[src/rtl/attendant_panel.sv]
// attendant_panel: latches seat calls, blinks an alert lamp and serves one call at a time
// in round-robin order under debounced accept (BTNU) and complete (BTND) buttons.
module attendant_panel #(
    parameter int N_SEATS         = 8,
    parameter int DEBOUNCE_CYCLES = 1_000_000,
    parameter int BLINK_HALF      = 25_000_000
) (
    input  logic                       CLK100MHZ,
    input  logic                       CPU_RESETN,
    input  logic [N_SEATS-1:0]         call_req,
    input  logic                       BTNU,
    input  logic                       BTND,
    output logic [N_SEATS-1:0]         pending,
    output logic                       serving_valid,
    output logic [$clog2(N_SEATS)-1:0] serving_seat,
    output logic                       alert_led,
    output logic                       busy_led
);
    localparam int SW = $clog2(N_SEATS);
    localparam int DW = $clog2(DEBOUNCE_CYCLES + 1);
    localparam int BW = $clog2(BLINK_HALF + 1);
    localparam logic [1:0] IDLE = 2'd0, ALERT = 2'd1, SERVING = 2'd2;

    logic [N_SEATS-1:0] req_s1, req_s2, req_s3, rise, fall, clr;
    logic [1:0] btn_s1, btn_s2, deb, deb_q, warm, state;
    logic [1:0][DW-1:0] cnt;
    logic [BW-1:0] blink;
    logic [SW-1:0] last, pick;
    logic acc, cmp;

    // edges are only trusted once req_s3 holds a real sample, so levels held across reset never latch
    assign rise = (warm == 2'd3) ? req_s2 & ~req_s3 : '0;
    assign fall = (warm == 2'd3) ? ~req_s2 & req_s3 : '0;
    assign acc = deb[0] & ~deb_q[0];
    assign cmp = deb[1] & ~deb_q[1];
    assign clr = (state == ALERT && acc && |pending) ? N_SEATS'(1) << pick : '0;
    assign serving_valid = state == SERVING;
    assign busy_led = state == SERVING;

    always_comb begin
        pick = last;
        for (int k = N_SEATS; k >= 1; k--)
            if (pending[SW'((int'(last) + k) % N_SEATS)]) pick = SW'((int'(last) + k) % N_SEATS);
    end

    always_ff @(posedge CLK100MHZ or negedge CPU_RESETN) begin
        if (!CPU_RESETN) begin
            req_s1 <= '0;
            req_s2 <= '0;
            req_s3 <= '0;
            btn_s1 <= '0;
            btn_s2 <= '0;
            deb    <= '0;
            deb_q  <= '0;
            cnt    <= '0;
            warm   <= '0;
        end else begin
            req_s1 <= call_req;
            req_s2 <= req_s1;
            req_s3 <= req_s2;
            btn_s1 <= {BTND, BTNU};
            btn_s2 <= btn_s1;
            deb_q  <= deb;
            warm   <= (warm == 2'd3) ? warm : warm + 2'd1;
            for (int i = 0; i < 2; i++)
                if (btn_s2[i] == deb[i]) cnt[i] <= '0;
                else if (cnt[i] == DW'(DEBOUNCE_CYCLES - 1)) begin
                    cnt[i] <= '0;
                    deb[i] <= btn_s2[i];
                end else cnt[i] <= cnt[i] + 1'b1;
        end
    end

    always_ff @(posedge CLK100MHZ or negedge CPU_RESETN) begin
        if (!CPU_RESETN) begin
            state        <= IDLE;
            pending      <= '0;
            serving_seat <= '0;
            last         <= SW'(N_SEATS - 1);
            alert_led    <= 1'b0;
            blink        <= '0;
        end else begin
            pending <= (pending & ~fall & ~clr) | rise;
            blink   <= '0;
            if (state == IDLE) begin
                if (|pending) begin
                    state     <= ALERT;
                    alert_led <= 1'b1;
                end
            end else if (state == ALERT) begin
                if (~|pending) begin
                    state     <= IDLE;
                    alert_led <= 1'b0;
                end else if (acc) begin
                    state        <= SERVING;
                    serving_seat <= pick;
                    last         <= pick;
                    alert_led    <= 1'b0;
                end else if (blink == BW'(BLINK_HALF - 1)) alert_led <= ~alert_led;
                else blink <= blink + 1'b1;
            end else if (cmp) begin
                state        <= |pending ? ALERT : IDLE;
                serving_seat <= '0;
                alert_led    <= |pending;
            end
        end
    end
endmodule

[config.mk]
export PLATFORM = sky130hd
export DESIGN_NAME = attendant_panel
export DESIGN_NICKNAME = d
export VERILOG_FILES = /design/src/rtl/attendant_panel.sv
export SDC_FILE = /design/constraint.sdc
export NUM_CORES = 1
export LEC_CHECK = 0
export BUFFER_PORTS_ARGS = -buffer_cell sky130_fd_sc_hd__buf_2
export CELL_PAD_IN_SITES_DETAIL_PLACEMENT = 1
export CELL_PAD_IN_SITES_GLOBAL_PLACEMENT = 2
export CORE_MARGIN = 5
export CORE_UTILIZATION = 35
export DETAILED_ROUTE_END_ITERATION = 7
export PLACE_DENSITY = 0.72
export SLEW_MARGIN = 20
export SYNTH_ARGS = -nofsm -noshare
export SYNTH_HDL_FRONTEND = slang
export SYNTH_SLANG_ARGS = --single-unit
[constraint.sdc]
create_clock -name CLK100MHZ -period 8.3 [get_ports CLK100MHZ]
set_clock_uncertainty 0.15 [all_clocks]
set_input_delay 1.245 -clock CLK100MHZ [delete_from_list [all_inputs] [get_ports CLK100MHZ]]
set_output_delay 1.245 -clock CLK100MHZ [all_outputs]
set_load 0.01 [all_outputs]
# Word level (Yosys, flattened, before mapping)
# Index checks and enable logic that the tools add are counted.
[op_classes]
add_sub_neg = 12
n_mul = 0
n_div = 0
n_lt_le_gt_ge = 8
n_eq_ne = 13
shifts = 1
muxes = 62
bitwise_logic = 17
n_reduce_logical = 12
[ops]
columns = ["operator", "count"]
rows = [
  ["$mux W25", 5],
  ["$mux W20", 4],
  ["$add A20 B1 Y20 const B", 2],
  ["$eq A20 B20 Y1 const B", 2],
  ["$lt A3 B5 Y1 const B", 8],
  ["$mux W3", 12],
  ["$and A8 B8 Y8", 4],
  ["$not A8 Y8", 4],
  ["$add A25 B1 Y25 const B", 1],
  ["$eq A25 B25 Y1 const B", 1],
  ["$bmux W1 S3", 8],
  ["$mux W1", 24],
  ["$mux W8", 3],
  ["$add A3 B3 Y3 const B", 4],
  ["$mux W2", 6],
  ["$or A8 B8 Y8", 1],
  ["$reduce_and A4 Y1", 2],
  ["$reduce_or A8 Y1", 1],
  ["$shl A1 B3 Y8 const A", 1],
  ["$add A3 B1 Y3 const B", 2],
  ["$add A3 B2 Y3 const B", 2],
  ["$not A1 Y1", 6],
  ["$reduce_and A3 Y1", 2],
  ["$ne A5 B4 Y1 const B", 1],
  ["other kinds (13)", 19],
]
[word_totals]
register_bits = 116
latchBits = 0
ramBits = 0
rom_bits = 0
in_bits = 12
output_inout_bits = 14
wordCells = 142
n_memories = 0

# Longest topological paths before layout
# Gate-level depths: netlist of run 1.
[logic_depth]
depth_word = 17
depth_mapped = 13
ltp_nobuf = 9

# Worst setup path before layout of run 1
# No wires, ideal clock.
[synth_timing]
path_type = "register -> register"
start = "register last[0]"
end = "register serving_seat[1]"
setup_time_ns = 0.083
arrival_ns = 3.139
required_ns = 8.067
setup_slack_ns = 4.928
path_stages_with_launch = 12
n_path_buf = 2
synth_period_minus_slack_ns = 3.372
cell_sequence = "dfstp_2 buf_6 buf_6 clkinv_1 ha_1 xnor2_2 mux2_4 nor4_4 o31a_2 o22ai_2 o41a_4 o21ai_2"
[synth_between]
elab_chain_cells = 15
elab_cells_between_ends = 43
cone_classes = "add/sub: 8; mux: 35"
[synth_lines]
columns = ["element", "line", "rtl"]
rows = [
  ["from (decl)", "28", "logic [SW-1:0] last, pick;"],
  ["from (signal assigned)", "79", "last <= SW'(N_SEATS - 1);"],
  ["from (signal assigned)", "97", "last <= pick;"],
  ["$add A3 B1 Y3", "43", "if (pending[SW'((int'(last) + k) % N_SEATS)]) pick = SW'((int'(last) + k) % N_SEATS);"],
  ["$bmux W1 S3", "43", ""],
  ["$mux W1 (not written as such) (2 in a row)", "43", ""],
  ["$mux W3 (7 in a row)", "43", ""],
  ["$mux W3 (*)", "43", ""],
  ["$mux W3 (*)", "94", "end else if (acc) begin"],
  ["$mux W3 (*)", "91", "if (~|pending) begin"],
  ["$mux W3 (*)", "90", "end else if (state == ALERT) begin"],
  ["to (signal assigned)", "96", "serving_seat <= pick;"],
  ["to (decl)", "15", "output logic [$clog2(N_SEATS)-1:0] serving_seat,"],
]
# Mark *: on every way between the ends. The rest lies on a longest branch, timed or not. The select of a mux whose other input is x is not followed.
# A chain may end at the register's enable or synchronous reset.

# Worst setup path in the final report of run 1
[layout_timing]
start = "register last[0]"
end = "register pending[7]"
[layout_between]
elab_chain_cells = 17
elab_cells_between_ends = 45
cone_classes = "add/sub: 8; shift: 1; mux: 33; bitwise: 3"
[layout_lines]
columns = ["element", "line", "rtl"]
rows = [
  ["$add A3 B1 Y3", "43", ""],
  ["$bmux W1 S3", "43", ""],
  ["$mux W1 (not written as such) (2 in a row)", "43", ""],
  ["$mux W3 (7 in a row)", "43", ""],
  ["$mux W3 (*)", "43", ""],
  ["$shl A1 B3 Y8 (*)", "36", "assign clr = (state == ALERT && acc && |pending) ? N_SEATS'(1) << pick : '0;"],
  ["$mux W8 (*)", "36", ""],
  ["$not A8 Y8 (*)", "83", "pending <= (pending & ~fall & ~clr) | rise;"],
  ["$and A8 B8 Y8 (*)", "83", ""],
  ["$or A8 B8 Y8 (*)", "83", ""],
  ["to (signal assigned)", "83", ""],
  ["to (decl)", "13", "output logic [N_SEATS-1:0] pending,"],
]
# Marked as above.

==> flow_metrics.py, run 1 <==
metrics = {
    "synth": {
        "syn_nets": 575,
        "syn_area_um2": 5910,
        "async_flop_share": 1.00,
        "synth_top_area_cell": "dfrtp_1",
        "yosysWarnings": 0,
        "synth_top_area_frac": 0.479,
        "netlist_instances": 557,
        "yosys_most_used_dff": "dfrtp_1",
        "synth_edf_count": 0,
        "yosysSeqAreaShare": 0.492,
        "ys_ff_latch": 116,
        "synth.area.top_cells": "dfrtp_1 48%, xor2_1 4.9%, nor2_1 4.6%",
        "synth_area_per_cell_um2": 10.6,
        "synth_cell_types": 66,
    },
    "worst_setup_path": {
        "path_class": "reg2reg",
        "critPathCaptureType": "flip-flop",
        "crit_path_start_kind": "flip-flop",
        "ff2ff_setup_slack_ns": 4.24,
        "cp.required_ns": 8.40,
        "worst-endpoint-arrival_ns": 4.16,
        "r2r-start": "last[0]",
        "worstSetupEndpoint": "pending[7]",
        "crit_fanout": 23,
        "cp-startpoint": "last[0]",
        "rr_worst_depth": 9,
        "r2r-end": "pending[7]",
    },
    "floorplan": {
        "die_y_um": 140,
        "die-area_um2": 19600,
        "ios": 26,
        "core_area_um2": 16600,
        "initial_core_util": 0.356,
        "rows": 47,
        "die_w_um": 140,
    },
    "detailed_routing": {
        "drc_errors": 0,
        "wl_per_cell_um": 16.6,
        "drtIter0Drc": 163,
        "dr_total_vias": 4283,
        "vias_per_cell": 5.28,
        "drt-total-wl_um": 13400,
        "first_pass_iters": 4,
        "postRouteAntennaNets": 0,
    },
    "grt": {
        "met3_usage": 0.0348,
        "grt_pass1_wl_um": 23500,
        "track_usage": 0.147,
        "grt_use_met2": 0.249,
        "globalRouteOverflowTotal": 0,
        "busiest_layer": "met2",
        "antenna_found_initial": 0,
        "grt_pass1_vias": 4711,
        "grt_max_degree": 60,
        "grt_util_met1": 0.186,
    },
    "clock_network": {
        "cts_root_buf": "clkbuf_16",
        "post_cts_resized": 0,
        "cts_setup_buffers": 0,
        "clock_latency_ns": 0.41,
        "htree_levels": 4,
        "path_clk_slew_ns": 0.05,
        "cts_hold_buffers": 0,
        "clockBufferDepth": 2,
        "clock-sinks": 116,
        "numCtsBuffers": 17,
        "cts_tree": "yes",
    },
    "sta": {
        "fmax_ghz": 0.247,
        "post-route-period-util": 0.489,
        "slew_headroom": 0.496,
        "setup_viol": 0,
        "tightest_slew_ns": 0.756,
        "drv_slew": 0,
        "hold_viol": 0,
        "fin_crit_ns": 4.06,
        "tns_ns": 0,
        "rsz0062_at_grt": "false",
    },
    "final_layout": {
        "final_common_cell": "dfrtp_1",
        "final_layout_size_suffix_gt1_frac": 0.171,
        "area_growth_syn_to_layout_pct": 15.9,
        "final_cell_mix": "113 x dfrtp_1, 73 x nor2_1, 36 x nand2_1, 33 x nand3_1, 33 x xor2_1",
        "diodes": 0,
        "fin_area_um2": 6850,
        "fin_nets": 596,
    },
    "power": {
        "max-vdd-ir-drop_uv": 133,
        "power.density_nw_per_um2": 228,
        "p_leak_nw": 2.94,
    },
    "placement": {
        "hpwl_um": 9050,
        "place_area_um2": 6200,
        "place_congestion": 0.805,
        "port_buffers": 25,
    },
    "status": {
        "status": "complete, no violations",
    },
    "job": {
        "maxCapViolCount": 0,
    },
    "worst_hold_path": {
        "hold_class": "reg2reg",
    },
}
## report_power, final
group	leakage [nW]	switching, W	internal [W]
Sequential	1.49	0.0000410	0.000599
Combinational	1.14	0.0000746	0.0000617
Clock	0.301	0.000259	0.000525
## per-layer routing
metal | wire length, um | part of all wire | up-vias
li1 | - | - | 2015
met1 | 6140 | 0.46 | 2197
met2 | 6790 | 0.51 | 50
met3 | 319 | 0.024 | 21
met4 | 191 | 0.014 | 0
met5 | 0 | 0 | -
## Yosys cell counts (3+ instances only)
cell type,n
xor2_1,33
a31oi_1,8
and2_1,5
nand2_1,36
a21oi_1,14
nand3_1,33
nand4_1,10
xnor2_1,24
ha_1,6
dfrtp_1,113
o22ai_1,11
mux2_2,10
nor3b_1,4
o21ai_0,10
nor2_1,73
or3_1,8
clkbuf_1,16
mux4_2,11
and3_1,20
nor3_1,6
nor4_1,5
mux2i_1,10
inv_1,9
nor2b_1,14
a21boi_0,8
dfstp_2,3
buf_2,5
and4b_1,3
## through the flow
stage          hold slack, ns  cells  total power (W)  setup slack, ns  utilization
2_1_floorplan           0.181    557         0.000735             4.93            -
5_1_grt                 0.207    811          0.00164             3.97        0.413
4_1_cts                 0.199    811          0.00158             4.22        0.413
6_report                0.196    811          0.00156             4.24        0.413
3_3_place_gp            0.182    779         0.000782             4.41        0.374
3_5_place_dp            0.187    779         0.000788             4.24        0.374
## final cells by class
type,instances,area [um^2]
inverter,10,37.5
timing repair buffer,27,143
tap,220,275
clock inverter,12,176
multi-input combinational,406,2840
sequential,116,2910
clock buffer,20,467
fill,1829,9740
## flip-flops by register name, indices dropped and copies added (netlist names), 3 cells and up
signal and cells:
req_s3 8, req_s1 8, last 3, pending 8
blink 25, cnt 40, req_s2 8, serving_seat 3
## cells by family (layout without fill, tap and decap cells)
group	count (synthesis)	in the layout	share of synthesized area
muxes	33	33	0.0843
adders and majority gates	6	6	0.0127
xor gates and xnor gates	58	58	0.0872
AOI/OAI and AO/OA	76	76	0.0930
buffers and inverters	35	69	0.0271
DFF	116	116	0.492
and+or+nand+nor	233	233	0.204
## worst min-delay path by stage
stage	depth (start not counted)	to	slack, ns	from
floorplan	0	btn_s2[0]	0.18	btn_s1[0]
global placement	0	btn_s2[0]	0.18	btn_s1[0]
detailed placement	0	btn_s2[0]	0.19	btn_s1[0]
CTS	0	btn_s2[0]	0.20	btn_s1[0]
global route	0	req_s2[4]	0.21	req_s1[4]
finish	0	btn_s2[0]	0.20	btn_s1[0]
## critical path: stages (launching register included)
cell and delay [ns]:
dfstp_2 0.86, clkinv_1 0.34, ha_1 0.78, mux4_2 0.46, a21oi_1 0.17, nor3_1 0.06, a2111oi_0 0.50, o21ba_4 0.22
nor3b_2 0.23, a31oi_1 0.14
No activity file was read; power rests on OpenSTA's default activity.
==> run 2: changes to the inputs <==
--- a/config.mk
+++ b/config.mk
@@ -11,7 +11,7 @@
 export CORE_MARGIN = 5
 export CORE_UTILIZATION = 35
 export DETAILED_ROUTE_END_ITERATION = 7
-export PLACE_DENSITY = 0.72
+export PLACE_DENSITY = 0.75
 export SLEW_MARGIN = 20
 export SYNTH_ARGS = -nofsm -noshare
 export SYNTH_HDL_FRONTEND = slang
==> constraint.sdc (replaced) <==
create_clock -name CLK100MHZ -period 3.7 [get_ports CLK100MHZ]
set_clock_uncertainty 0.15 [all_clocks]
set_input_delay 0.555 -clock CLK100MHZ [delete_from_list [all_inputs] [get_ports CLK100MHZ]]
set_output_delay 0.555 -clock CLK100MHZ [all_outputs]
set_load 0.01 [all_outputs]
==> flow_metrics.py, run 2 (synthesized netlist as in run 1, its figures left out) <==
metrics = {
    "worst_setup_path": {
        "r2r-start": "last[1]",
        "worst-endpoint-arrival_ns": 3.36,
        "critPathCaptureType": "flip-flop",
        "slowest_stage": "o41ai_2",
        "path_depth": 9,
        "max_stage_delay_ns": 0.58,
        "crit_buf_inv": 1,
        "r2r-end": "pending[3]",
        "crit_family": "compound AO/OA/AOI/OAI gates",
        "path_class": "reg2reg",
        "worstSetupEndpoint": "pending[3]",
        "cp.required_ns": 3.81,
        "crit_path_start_kind": "flip-flop",
        "crit_fanout": 6,
        "ff2ff_setup_slack_ns": 0.45,
        "cp-startpoint": "last[1]",
        "crit_chain": "inv_1 > ha_2 > xnor2_2 > mux2_2 > nor4_4 > o31a_2 > o22ai_2 > o41ai_2 > a31oi_1",
        "rr_worst_depth": 9,
    },
    "clock_network": {
        "cts_setup_buffers": 0,
        "path_clk_slew_ns": 0.06,
        "htree_levels": 4,
        "cts_tree": "yes",
        "numCtsBuffers": 17,
        "clock_latency_ns": 0.42,
        "cts_root_buf": "clkbuf_16",
        "clockBufferDepth": 2,
        "clock-sinks": 116,
    },
    "placement": {
        "port_buffers": 25,
        "hpwl_um": 9070,
        "place_congestion": 0.836,
        "place_area_um2": 6250,
        "place_ws_ns": 0.296,
    },
    "sta": {
        "tightest_slew_ns": 0.645,
        "fmax_ghz": 0.308,
        "fin_crit_ns": 3.25,
        "post-route-period-util": 0.878,
        "rsz0062_at_grt": "false",
        "drv_slew": 0,
        "tns_ns": 0,
        "whs_ns": -0.00155,
        "layout_setup_ws_ns": 0.451,
        "setup_viol": 0,
        "slew_headroom": 0.569,
        "hold_viol": 1,
    },
    "final_layout": {
        "final_common_cell": "dfrtp_1",
        "area_growth_syn_to_layout_pct": 17.1,
        "final_layout_size_suffix_gt1_frac": 0.171,
        "top_register": "cnt",
        "biggestRegsByFlops": "cnt: 40 flops, blink: 25 flops",
        "fin_nets": 600,
        "final_core_util": 0.417,
        "final_cell_mix": "113 x dfrtp_1, 73 x nor2_1, 36 x nand2_1, 33 x nand3_1, 33 x xor2_1",
        "fin_area_um2": 6920,
        "largest_register_ffs": 40,
        "nFillCells": 1864,
        "diodes": 0,
    },
    "detailed_routing": {
        "drc_errors": 0,
        "drtIter0Drc": 174,
        "wl_per_cell_um": 16.5,
        "maxUsedRoutingLayer": "met4",
        "first_pass_iters": 4,
        "drt-total-wl_um": 13400,
        "wl_met2_um": 6700,
        "wl_met1_um": 6180,
        "dr_total_vias": 4272,
        "vias_per_cell": 5.24,
        "routed-wl-met3_um": 348,
        "postRouteAntennaNets": 0,
    },
    "job": {
        "maxCapViolCount": 0,
    },
    "power": {
        "power.density_nw_per_um2": 525,
        "p_leak_nw": 2.99,
        "max-vdd-ir-drop_uv": 294,
    },
    "floorplan": {
        "initial_core_util": 0.356,
        "die-area_um2": 19600,
        "die_w_um": 140,
        "die_y_um": 140,
        "ios": 26,
        "rows": 47,
        "core_area_um2": 16600,
    },
    "grt": {
        "globalRouteOverflowTotal": 0,
        "antenna_found_initial": 0,
        "grt_max_degree": 47,
        "grt_pass1_vias": 4637,
        "grt_pass1_wl_um": 23600,
        "track_usage": 0.147,
    },
    "status": {
        "status": "finished with violations",
        "violations": "hold timing",
    },
    "worst_hold_path": {
        "hold_class": "in2async",
    },
}
[run 2: layout make-up]
cell class	count	area (um^2)	share of cell area
multi-input cells	406	2850	0.411
repair buffers	31	185	0.0268
clock inverters	11	230	0.0333
well taps	220	275	0.0398
flip-flops and latches	116	2910	0.420
clock buffers	21	440	0.0636
inverters	10	37.5	0.00542
[run 2: what timing repair did]
item	in CTS	in global routing
resized for setup	0	1
hold buffers	0	0
endpoints found under the setup margin	0	2
[run 2: layer usage]
layer  vias up  track usage
met4         0       0.0495
met1      2179        0.183
met3        19       0.0395
li1       2027            -
met2        47        0.249
met5         -            0
[run 2: worst register-to-register path: cells and delay by family, from the launching register on]
kind / cells / cell delay, ns
XOR/XNOR: 1 / 0.39
adder cells (fa/ha/maj): 1 / 0.24
buffers and inverters: 1 / 0.10
multiplexers: 1 / 0.42
AO/OA/AOI/OAI: 4 / 1.02
flip-flops: 1 / 0.52
AND/OR/NAND/NOR: 1 / 0.26
[run 2: through the flow]
| step | total power (W) | cells |
|---|---|---|
| 6_report | 0.00363 | 815 |
| 3_3_place_gp | 0.00176 | 783 |
| 5_1_grt | 0.00380 | 815 |
| 4_1_cts | 0.00369 | 815 |
| 3_5_place_dp | 0.00177 | 783 |
| 2_1_floorplan | 0.00165 | 557 |
[run 2: how the worst min path moves through the flow]
stage / start / endpoint / slack, ns / depth (start not counted)
2_1_floorplan: CPU_RESETN / alert_led / 0.11 / 0
3_3_place_gp: req_s1[0] / req_s2[0] / 0.18 / 0
3_5_place_dp: btn_s1[1] / btn_s2[1] / 0.19 / 0
4_1_cts: CPU_RESETN / cnt[30] / 0.01 / 1
5_1_grt: CPU_RESETN / cnt[30] / 0.04 / 1
6_report: CPU_RESETN / cnt[32] / -0.002 / 1
[run 2: power by group]
group / switching, W / internal (W) / total [W]
sequential: 0.0000944 / 0.00134 / 0.00144
combinational: 0.000165 / 0.000140 / 0.000305
clock: 0.000564 / 0.00132 / 0.00189
